===== config.mk =====
export PLATFORM = sky130hd
export DESIGN_NAME = sprite_rom_arbiter
export DESIGN_NICKNAME = d
export VERILOG_FILES = /design/src/rtl/sprite_rom_arbiter.sv
export SDC_FILE = /design/constraint.sdc
export NUM_CORES = 1
export LEC_CHECK = 0
export BUFFER_PORTS_ARGS = -buffer_cell sky130_fd_sc_hd__buf_2
export CELL_PAD_IN_SITES_DETAIL_PLACEMENT = 1
export CELL_PAD_IN_SITES_GLOBAL_PLACEMENT = 2
export CORE_UTILIZATION = 23
export CTS_CLUSTER_DIAMETER = 100
export DETAILED_ROUTE_END_ITERATION = 10
export HOLD_SLACK_MARGIN = 0.15
export PLACE_DENSITY = 0.86
export SYNTH_ARGS = -nofsm -noshare
export SYNTH_HDL_FRONTEND = slang
export SYNTH_SLANG_ARGS = --single-unit

===== constraint.sdc =====
create_clock -name vga_clk -period 2.3 [get_ports vga_clk]
set_clock_uncertainty 0.15 [all_clocks]
set_input_delay 0.23 -clock vga_clk [delete_from_list [all_inputs] [get_ports vga_clk]]
set_output_delay 0.23 -clock vga_clk [all_outputs]
set_load 0.05 [all_outputs]

===== src/rtl/sprite_rom_arbiter.sv =====
`default_nettype none
// ============================================================================
// Module   : sprite_rom_arbiter
// Purpose  : Shares one sprite ROM read port among NUM_REQ renderers on the
//            pixel clock. Round-robin arbitration with optional strict
//            priority for requester 0 and bounded burst locking. Returned ROM
//            data is tagged through a ROM_LAT-deep pipeline and steered back
//            to the requester that issued the read, in issue order.
// Ports    : vga_clk     - pixel clock, all logic on the rising edge
//            reset_n     - synchronous reset, active low
//            req         - per-requester read request (level)
//            lock        - per-requester "keep the grant next cycle"
//            req_addr    - packed request addresses, slice i = requester i
//            gnt         - one-hot grant, combinational in the request cycle
//            rom_address - address to the ROM, 0 when nothing is granted
//            rom_q       - ROM data, valid ROM_LAT cycles after the address
//            rsp_valid   - one-hot response strobe
//            rsp_data    - registered ROM data for the response
//            busy        - any read in flight or response being presented
// Revision : 1.0 - initial release
// ============================================================================
module sprite_rom_arbiter #(
  parameter int NUM_REQ   = 4,
  parameter int ADDR_W    = 9,
  parameter int DATA_W    = 5,
  parameter int ROM_LAT   = 1,
  parameter int MAX_BURST = 20,
  parameter int PRI0      = 1
) (
  input  logic                      vga_clk,
  input  logic                      reset_n,
  input  logic [NUM_REQ-1:0]        req,
  input  logic [NUM_REQ-1:0]        lock,
  input  logic [NUM_REQ*ADDR_W-1:0] req_addr,
  output logic [NUM_REQ-1:0]        gnt,
  output logic [ADDR_W-1:0]         rom_address,
  input  logic [DATA_W-1:0]         rom_q,
  output logic [NUM_REQ-1:0]        rsp_valid,
  output logic [DATA_W-1:0]         rsp_data,
  output logic                      busy
);

  localparam int PTR_W = $clog2(NUM_REQ);
  localparam int CNT_W = $clog2(MAX_BURST + 1);
  localparam logic [CNT_W-1:0] MAX_CNT  = CNT_W'(MAX_BURST);
  localparam logic [CNT_W-1:0] ONE_CNT  = CNT_W'(1);
  // A cap of one grant means a lock could never outlive its first cycle.
  localparam bit               CAN_LOCK = (MAX_BURST > 1);

  typedef enum logic [0:0] {
    IDLE   = 1'b0,
    LOCKED = 1'b1
  } lock_state_t;

  lock_state_t      state, state_nxt;
  logic [PTR_W-1:0] rr_ptr, rr_ptr_nxt;
  logic [PTR_W-1:0] owner, owner_nxt;
  logic [CNT_W-1:0] burst_cnt, burst_cnt_nxt;
  logic [CNT_W-1:0] cnt_inc;

  logic             rr_found;
  logic [PTR_W-1:0] rr_idx;
  logic             win_valid;
  logic [PTR_W-1:0] win_idx;
  logic             pri_win;
  logic             own_win;

  logic [NUM_REQ-1:0] tag [ROM_LAT];
  logic [NUM_REQ-1:0] rsp_valid_q;
  logic [DATA_W-1:0]  rsp_data_q;
  logic               tag_any;

  // (base + step) mod NUM_REQ, for step < NUM_REQ; NUM_REQ need not be 2^n.
  function automatic logic [PTR_W-1:0] wrap_inc(input logic [PTR_W-1:0] base,
                                                 input int step);
    int sum;
    sum = int'(base) + step;
    if (sum >= NUM_REQ) sum = sum - NUM_REQ;
    return PTR_W'(sum);
  endfunction

  // First requester at or after rr_ptr, wrapping.
  always_comb begin
    rr_found = 1'b0;
    rr_idx   = '0;
    for (int i = 0; i < NUM_REQ; i++) begin
      if (!rr_found && req[wrap_inc(rr_ptr, i)]) begin
        rr_found = 1'b1;
        rr_idx   = wrap_inc(rr_ptr, i);
      end
    end
  end

  // Winner selection and lock / pointer next-state.
  always_comb begin
    win_valid     = 1'b0;
    win_idx       = '0;
    pri_win       = 1'b0;
    own_win       = 1'b0;
    state_nxt     = state;
    rr_ptr_nxt    = rr_ptr;
    owner_nxt     = owner;
    burst_cnt_nxt = burst_cnt;
    cnt_inc       = burst_cnt + ONE_CNT;

    if (reset_n) begin
      if ((PRI0 != 0) && req[0]) begin
        win_valid = 1'b1;
        pri_win   = 1'b1;
      end else if ((state == LOCKED) && req[owner] && (burst_cnt < MAX_CNT)) begin
        win_valid = 1'b1;
        win_idx   = owner;
        own_win   = 1'b1;
      end else if (rr_found) begin
        win_valid = 1'b1;
        win_idx   = rr_idx;
      end
    end

    if (pri_win) begin
      // The live pixel path breaks any burst and leaves the pointer alone.
      state_nxt     = IDLE;
      burst_cnt_nxt = '0;
    end else if (own_win) begin
      rr_ptr_nxt = wrap_inc(owner, 1);
      if (!lock[owner] || (cnt_inc >= MAX_CNT)) begin
        // Pointer already sits past the owner, so a capped owner loses
        // first choice on the next arbitration.
        state_nxt     = IDLE;
        burst_cnt_nxt = '0;
      end else begin
        burst_cnt_nxt = cnt_inc;
      end
    end else if (win_valid) begin
      // Round-robin grant: a lock taken here is always a fresh one, even if a
      // previous burst is being released in this same cycle.
      rr_ptr_nxt = wrap_inc(rr_idx, 1);
      if (CAN_LOCK && lock[rr_idx]) begin
        state_nxt     = LOCKED;
        owner_nxt     = rr_idx;
        burst_cnt_nxt = ONE_CNT;
      end else begin
        state_nxt     = IDLE;
        burst_cnt_nxt = '0;
      end
    end else begin
      state_nxt     = IDLE;
      burst_cnt_nxt = '0;
    end
  end

  always_comb begin
    gnt         = '0;
    rom_address = '0;
    if (win_valid) begin
      gnt[win_idx] = 1'b1;
      rom_address  = req_addr[int'(win_idx)*ADDR_W +: ADDR_W];
    end
  end

  always_ff @(posedge vga_clk) begin
    if (!reset_n) begin
      state     <= IDLE;
      rr_ptr    <= '0;
      owner     <= '0;
      burst_cnt <= '0;
    end else begin
      state     <= state_nxt;
      rr_ptr    <= rr_ptr_nxt;
      owner     <= owner_nxt;
      burst_cnt <= burst_cnt_nxt;
    end
  end

  // Grant tag travels alongside the ROM access; the last stage lines up with
  // rom_q being valid, so data is captured and strobed to the tagged owner.
  always_ff @(posedge vga_clk) begin
    if (!reset_n) begin
      for (int i = 0; i < ROM_LAT; i++) tag[i] <= '0;
      rsp_valid_q <= '0;
      rsp_data_q  <= '0;
    end else begin
      tag[0] <= gnt;
      for (int i = 1; i < ROM_LAT; i++) tag[i] <= tag[i-1];
      rsp_valid_q <= tag[ROM_LAT-1];
      if (|tag[ROM_LAT-1]) rsp_data_q <= rom_q;
    end
  end

  always_comb begin
    tag_any = 1'b0;
    for (int i = 0; i < ROM_LAT; i++) tag_any = tag_any | (|tag[i]);
  end

  // Registered state only clears at the reset edge; masking here keeps every
  // output quiet for the whole time reset is held.
  assign rsp_valid = reset_n ? rsp_valid_q : '0;
  assign rsp_data  = reset_n ? rsp_data_q  : '0;
  assign busy      = reset_n & (tag_any | (|rsp_valid_q));

endmodule
`default_nettype wire


==> metrics.txt, run 1 <==
# TYPE chip_impl_metric gauge
chip_impl_info{name="outcome",value="complete, but fails checks"} 1
chip_impl_info{name="violations",value="negative setup slack"} 1
chip_impl_metric{name="antenna_cells",unit=""} 0
chip_impl_metric{name="mappedNetlistArea",unit="sq mm"} 0.00149
chip_impl_info{name="cp-endpoint",value="rom_address[5]"} 1
chip_impl_metric{name="peakVddDrop",unit="mV"} 0.216
chip_impl_metric{name="initial_utilization",unit=""} 0.245
chip_impl_metric{name="dpl_ws",unit="ns"} -0.236
chip_impl_metric{name="finalWorstPathRequiredPeriod",unit="ns"} 2.80
chip_impl_metric{name="dieHeight",unit="um"} 82.5
chip_impl_metric{name="timing.final.crit_share",unit=""} 1.22
chip_impl_metric{name="place_congestion",unit=""} 0.818
chip_impl_metric{name="power.density",unit="mW/mm^2"} 453
chip_impl_metric{name="avgSynthCellArea",unit="sq um"} 9.56
chip_impl_info{name="cts_tree",value="done"} 1
chip_impl_metric{name="power",unit="uW"} 1250
chip_impl_metric{name="number_of_nets_in_the_synthesized_netlist",unit=""} 209
chip_impl_metric{name="antenna_violating_nets_post_route",unit=""} 0
chip_impl_metric{name="std_cell_rows",unit=""} 28
chip_impl_metric{name="via_per_inst",unit=""} 4.77
chip_impl_metric{name="wl_per_cell",unit="um"} 15.7
chip_impl_info{name="setup.worst_path.start_class",value="flop"} 1
chip_impl_info{name="regToRegEndpoint",value="rr_ptr[1]"} 1
chip_impl_metric{name="postLayoutSetupSlackWorst",unit="ns"} -0.503
chip_impl_info{name="dominantRegCellSynth",value="dfxtp_1"} 1
chip_impl_info{name="synth.cells.most_frequent",value="mux2i_1, dfxtp_1, and2_1"} 1
chip_impl_metric{name="arrival",unit="ns"} 2.42
chip_impl_metric{name="dieArea",unit="sq mm"} 0.00681
chip_impl_metric{name="port_buffers",unit=""} 73
chip_impl_metric{name="ctsLongestPathBuffers",unit=""} 2
chip_impl_info{name="post-synth-top-area-cell",value="dfxtp_1"} 1
chip_impl_metric{name="critPathMaxFanout",unit=""} 5
chip_impl_metric{name="max_freq",unit="MHz"} 357
chip_impl_metric{name="setup.reg_to_reg.worst_slack",unit="ns"} -0.01
chip_impl_metric{name="drcViolationCount",unit=""} 0
chip_impl_info{name="top_cells_by_area_in_the_synthesized_netlist",value="dfxtp_1, mux2i_1, and2_1"} 1
chip_impl_metric{name="timing.setup.tns",unit="ns"} -5.45
chip_impl_metric{name="synth.yosys.warnings",unit=""} 0
chip_impl_metric{name="dr.first_iter.drc_count",unit=""} 41
chip_impl_metric{name="synth.lib_cells_used.distinct",unit=""} 43
chip_impl_info{name="hold_path.class",value="in -> reg"} 1
chip_impl_metric{name="hpwl_reported_at_the_end_of_detailed_placement",unit="um"} 3910
chip_impl_metric{name="synth.top_cell.area_share",unit=""} 0.309
chip_impl_info{name="critical_path.startpoint",value="owner[0]"} 1
chip_impl_metric{name="grt_usage",unit=""} 0.155
chip_impl_metric{name="design.final.nets",unit=""} 325
chip_impl_metric{name="total_number_of_vias",unit=""} 1651
chip_impl_info{name="cts-root-buf",value="clkbuf_8"} 1
chip_impl_metric{name="synthCells",unit=""} 156
chip_impl_metric{name="worst_skew_pair.late_latency",unit="ns"} 0.27
chip_impl_metric{name="antenna_found_initial",unit=""} 0
chip_impl_metric{name="r2r.worst_path.cells",unit=""} 9
chip_impl_metric{name="synth_enable_flop_cells",unit=""} 0
chip_impl_info{name="worst_setup_path_end_kind",value="primary output"} 1
chip_impl_metric{name="cp_data_required_time",unit="ns"} 1.92
chip_impl_metric{name="drv_slew",unit=""} 0
chip_impl_info{name="synth_most_common_cell",value="mux2i_1"} 1
chip_impl_metric{name="cts_made_buffers",unit=""} 3
chip_impl_metric{name="setup_viol_count_final",unit=""} 13
chip_impl_metric{name="timing.final.hold_violations",unit=""} 0
chip_impl_info{name="r2r-start",value="owner[0]"} 1
chip_impl_metric{name="remaining_global_route_overflow",unit=""} 0
chip_impl_metric{name="worstMarginPinSlew",unit="ns"} 0.424
chip_impl_metric{name="utilization",unit=""} 0.452
chip_impl_metric{name="maxCapViolCount",unit=""} 0
chip_impl_metric{name="grt_pass1_vias",unit=""} 1737
chip_impl_metric{name="die_width",unit="um"} 82.5
chip_impl_metric{name="synth_register_bits",unit=""} 23
chip_impl_metric{name="fraction_of_layout_cells_with_a_size_suffix_above_1",unit=""} 0.587
chip_impl_metric{name="wl",unit="um"} 5430
chip_impl_info{name="rsz_0062_raised_after_global_routing",value="true"} 1
chip_impl_metric{name="pin_count_of_the_biggest_net_entering_global_routing",unit=""} 26
chip_impl_metric{name="cts.sink_count",unit=""} 23
chip_impl_metric{name="top_level_ports",unit=""} 74
chip_impl_metric{name="core-area",unit="sq mm"} 0.00610
chip_impl_metric{name="slew_headroom",unit=""} 0.717
chip_impl_metric{name="ys_seq_area_frac",unit=""} 0.309
chip_impl_metric{name="power.leakage",unit="uW"} 0.00121
chip_impl_metric{name="areaGrowthSynthToFinish",unit="%"} 84.7
chip_impl_metric{name="cts.htree.levels",unit=""} 1
chip_impl_info{name="setup.worst_path.class",value="reg -> out"} 1
chip_impl_metric{name="synth_async_sr_flop_share",unit=""} 0
chip_impl_metric{name="cts.reportedPaths.clkPinSlew",unit="ns"} 0.09
chip_impl_metric{name="dr.pass1.iters",unit=""} 4
chip_impl_metric{name="first_pass_grt_wire_length",unit="um"} 7910
-- layout by cell type, fill, tap and decap left out, types with 4 or more instances in the layout --
cell type      Yosys  final
buf_2              0     61
mux2i_2            0     12
dlygate4sd3_1      0      5
and2_1            15     15
nand3_1            5      4
mux2i_4            0      6
nor2_1            10      9
a21oi_1            6      5
dfxtp_1           23     22
nand2_1            5      5
buf_12             0      4
buf_4              0     28
nor2b_1            7      7
buf_6              4     14
mux2i_1           25      7
buf_8              1      4
o22ai_4            0      9
-- power by group --
part | internal (uW) | switching (uW) | total (uW)
logic | 268 | 281 | 549
clock network | 122 | 147 | 268
registers | 419 | 12.5 | 431
-- metal layers --
| layer | wire length [um] | global-route usage |
|---|---|---|
| met5 | 0 | 0 |
| met4 | 104 | 0.0655 |
| met3 | 328 | 0.0308 |
| met2 | 3000 | 0.294 |
| met1 | 2000 | 0.166 |
-- critical path: stages, from the launching register on --
cell     delay, ns
dfxtp_2       0.35
mux4_2        0.51
and3_4        0.19
o31a_1        0.28
buf_6         0.14
buf_8         0.13
mux2i_4       0.19
o22ai_4       0.17
buf_6         0.18
-- worst min path at each step --
stage	from	endpoint	slack [ns]	depth (start not counted)
2_1_floorplan	req[0]	tag[0][0]	0.21	1
3_3_place_gp	tag[0][0]	rsp_valid_q[0]	0.32	1
3_5_place_dp	tag[0][2]	rsp_valid_q[2]	0.32	1
4_1_cts	reset_n	burst_cnt[0]	0.17	3
5_1_grt	reset_n	burst_cnt[0]	0.18	3
6_report	reset_n	burst_cnt[0]	0.17	3
-- metrics by stage --
step | cells | instance area, sq um | hold slack [ns]
after floorplan | 156 | 1640 | 0.207
after global placement | 330 | 2320 | 0.321
after detailed placement | 330 | 2320 | 0.319
after CTS | 339 | 2510 | 0.174
after global routing | 346 | 2760 | 0.183
final | 346 | 2760 | 0.169
-- area by class of cell --
class / count / area [sq um]
clock buffer: 3 / 41.3
sequential: 23 / 462
multi-input combinational: 125 / 1240
tap: 75 / 93.8
inverter: 1 / 3.75
clock inverter: 1 / 5.00
timing repair buffer: 118 / 913
fill: 713 / 3340
-- state kept, by name, summed over array words and instances, names as in the netlist --
name / count
owner: 2
rsp_valid_q: 4
rsp_data_q: 5
rr_ptr: 2
state: 1
tag: 4
burst_cnt: 5
-- what timing repair did --
action	4_1_cts	5_1_grt
setup endpoints to repair	12	12
gates resized for setup	23	44
hold buffers	5	0
endpoints found under the hold margin	5	0
pin swaps	0	2
buffers inserted	0	4
gates cloned	0	3
-- logic make-up (layout without fill, tap and decap cells) --
logic type      Yosys count  in the layout  share of synthesized area
mux                      27             27                      0.201
xor+xnor                  3              3                     0.0176
flops                    23             23                      0.309
compound gates           27             27                      0.135
simple gates             66             66                      0.273
buf+inv                   8            123                     0.0478
fa+ha+maj                 2              2                     0.0168
(Power assumes the default switching activity.)
==> run 2: changes to the inputs <==
- CORE_UTILIZATION: 23 -> 25
- PLACE_DENSITY: 0.86 -> 0.89
- clock period: 2.3 -> 2.75 ns (I/O delays scaled with it)
==> metrics.txt, run 2 (synthesized netlist as in run 1, its figures left out) <==
# TYPE chip_impl_metric gauge
chip_impl_info{name="top_layer",value="met4"} 1
chip_impl_metric{name="fin_area",unit="sq mm"} 0.00228
chip_impl_metric{name="dr.first_iter.drc_count",unit=""} 30
chip_impl_metric{name="areaGrowthSynthToFinish",unit="%"} 52.9
chip_impl_metric{name="dieArea",unit="sq mm"} 0.00628
chip_impl_metric{name="clock_power_share",unit=""} 0.235
chip_impl_info{name="most-common-layout-cells",value="buf_2, dfxtp_1, mux2i_1"} 1
chip_impl_info{name="setup.worst_path.class",value="reg -> out"} 1
chip_impl_metric{name="max_freq",unit="MHz"} 354
chip_impl_info{name="violations",value="negative setup slack"} 1
chip_impl_metric{name="port_buffers",unit=""} 73
chip_impl_metric{name="grt_pass1_vias",unit=""} 1639
chip_impl_metric{name="timing.final.hold_violations",unit=""} 0
chip_impl_metric{name="peakVddDrop",unit="mV"} 0.179
chip_impl_metric{name="switching_share",unit=""} 0.343
chip_impl_metric{name="worst_skew_pair.late_latency",unit="ns"} 0.27
chip_impl_metric{name="wl",unit="um"} 4430
chip_impl_metric{name="sequentialPowerShare",unit=""} 0.390
chip_impl_metric{name="grt_usage",unit=""} 0.147
chip_impl_metric{name="initial_utilization",unit=""} 0.264
chip_impl_metric{name="arrival",unit="ns"} 2.40
chip_impl_metric{name="wl_per_cell",unit="um"} 14.0
chip_impl_metric{name="wl_met1",unit="um"} 1750
chip_impl_info{name="cts-root-buf",value="clkbuf_8"} 1
chip_impl_info{name="reg_top3",value="burst_cnt: 5 flops, rsp_data_q: 5 flops"} 1
chip_impl_metric{name="die_width",unit="um"} 79.2
chip_impl_info{name="worst_setup_path_end_kind",value="primary output"} 1
chip_impl_metric{name="top_level_ports",unit=""} 74
chip_impl_metric{name="timing.final.crit_share",unit=""} 1.03
chip_impl_metric{name="cp_data_required_time",unit="ns"} 2.33
chip_impl_metric{name="dr.pass1.iters",unit=""} 4
chip_impl_metric{name="hpwl_reported_at_the_end_of_detailed_placement",unit="um"} 3250
chip_impl_metric{name="worstHoldPathCells",unit=""} 3
chip_impl_info{name="setup.worst_path.start_class",value="flop"} 1
chip_impl_metric{name="fillers",unit=""} 663
chip_impl_metric{name="finalWorstPathRequiredPeriod",unit="ns"} 2.82
chip_impl_metric{name="via_per_inst",unit=""} 4.86
chip_impl_info{name="hold_path.class",value="in -> reg"} 1
chip_impl_metric{name="multiInputGateArea",unit="sq mm"} 0.00104
chip_impl_info{name="rsz_0062_raised_after_global_routing",value="true"} 1
chip_impl_metric{name="dieHeight",unit="um"} 79.2
chip_impl_metric{name="core-area",unit="sq mm"} 0.00564
chip_impl_metric{name="timing.setup.tns",unit="ns"} -0.562
chip_impl_metric{name="drv_slew",unit=""} 0
chip_impl_metric{name="fraction_of_layout_cells_with_a_size_suffix_above_1",unit=""} 0.457
chip_impl_metric{name="critPathMaxFanout",unit=""} 6
chip_impl_metric{name="pin_count_of_the_biggest_net_entering_global_routing",unit=""} 25
chip_impl_metric{name="cts.sink_count",unit=""} 23
chip_impl_metric{name="cts_made_buffers",unit=""} 3
chip_impl_metric{name="route.met2.wl",unit="um"} 2420
chip_impl_metric{name="power.density",unit="mW/mm^2"} 409
chip_impl_metric{name="detailroute.wirelength.met3",unit="um"} 246
chip_impl_metric{name="power_switching",unit="uW"} 320
chip_impl_metric{name="design.final.nets",unit=""} 299
chip_impl_metric{name="dpl_cell_area",unit="sq mm"} 0.00197
chip_impl_info{name="cts_tree",value="done"} 1
chip_impl_metric{name="slew_headroom",unit=""} 0.713
chip_impl_info{name="outcome",value="complete, but fails checks"} 1
chip_impl_metric{name="worstMarginPinSlew",unit="ns"} 0.429
chip_impl_metric{name="r2r.worst_path.cells",unit=""} 7
chip_impl_metric{name="cellInternalPower",unit="uW"} 612
chip_impl_metric{name="antenna_violating_nets_post_route",unit=""} 0
chip_impl_metric{name="std_cell_rows",unit=""} 27
chip_impl_metric{name="setup_viol_count_final",unit=""} 9
chip_impl_metric{name="cts.htree.levels",unit=""} 1
chip_impl_metric{name="first_pass_grt_wire_length",unit="um"} 7280
chip_impl_metric{name="antenna_found_initial",unit=""} 0
chip_impl_metric{name="remaining_global_route_overflow",unit=""} 0
chip_impl_metric{name="ctsLongestPathBuffers",unit=""} 2
chip_impl_metric{name="postLayoutSetupSlackWorst",unit="ns"} -0.0749
chip_impl_metric{name="power.leakage",unit="uW"} 0.00110
chip_impl_metric{name="drcViolationCount",unit=""} 0
chip_impl_metric{name="power.combinational.fraction",unit=""} 0.375
chip_impl_metric{name="antenna_cells",unit=""} 0
chip_impl_info{name="layout.cells.most_common",value="buf_2"} 1
chip_impl_metric{name="layout.area.seq",unit="sq um"} 462
chip_impl_metric{name="maxCapViolCount",unit=""} 0
chip_impl_metric{name="place_congestion",unit=""} 0.790
chip_impl_metric{name="cts.reportedPaths.clkPinSlew",unit="ns"} 0.09
chip_impl_metric{name="total_number_of_vias",unit=""} 1542
[run 2: cell types whose count changed in the layout (fill, tap and decap cells not counted), moves of 5 or more]
| cell | before | now |
|---|---|---|
| mux2i_1 | 7 | 21 |
| mux2i_2 | 12 | 3 |
| mux2i_4 | 6 | 1 |
| buf_4 | 28 | 14 |
| o22ai_1 | 0 | 5 |
| buf_6 | 14 | 6 |
| o22ai_4 | 9 | 0 |
[run 2: power by group through the flow]
| stage | registers [uW] | logic [uW] | clock network [uW] |
|---|---|---|---|
| 5_1_grt | 367 | 373 | 243 |
| 4_1_cts | 364 | 344 | 231 |
| 3_5_place_dp | 371 | 291 | 0 |
| 2_1_floorplan | 367 | 207 | 0 |
| 6_report | 364 | 350 | 219 |
| 3_3_place_gp | 370 | 286 | 0 |
[run 2: path summary, 6_finish.rpt]
check	slack, ns	startpoint	endpoint
worst max-delay path	-0.07	owner[0]	rom_address[8]
worst min-delay path	0.16	reset_n	owner[0]
worst max register to register	0.60	owner[0]	rr_ptr[0]
worst min register to register	0.35	tag[0][3]	rsp_valid_q[3]
[run 2: per-layer routing]
metal  vias up  GRT usage
met1       727      0.162
met5         -          0
met2        55      0.291
met3         2     0.0264
li1        758          -
met4         0     0.0255
[run 2: repair_timing]
item                                   in CTS  in global routing
gates cloned                                3                  0
endpoints found under the hold margin       5                  0
resized for setup                          26                  6
pin swaps                                   8                  3
setup endpoints to repair                  12                 12
buffers inserted                            4                  0
hold buffers                                5                  0
[run 2: area by class of cell]
class / count / share of cell area
clock buffers: 3 / 0.0181
clock inverters: 1 / 0.00329
inverters: 1 / 0.00165
multi-input cells: 126 / 0.455
flip-flops and latches: 23 / 0.203
well taps: 72 / 0.0395
repair buffers: 91 / 0.280
[run 2: worst max-delay path, cell delays in order (launching register included)]
cell	delay, ns
dfxtp_2	0.35
mux4_2	0.51
and3_4	0.18
o31a_1	0.31
buf_12	0.15
buf_16	0.13
mux2i_1	0.11
o22ai_1	0.16
buf_4	0.22
[run 2: per-stage QoR]
stage,total power [uW],util,setup slack [ns],instances,hold slack (ns)
4_1_cts,939,0.399,-0.126,317,0.158
3_3_place_gp,656,0.348,0.0755,301,0.317
5_1_grt,983,0.404,-0.187,317,0.178
3_5_place_dp,662,0.348,0.0202,301,0.334
2_1_floorplan,574,-,-0.223,156,0.252
6_report,932,0.404,-0.0749,317,0.163
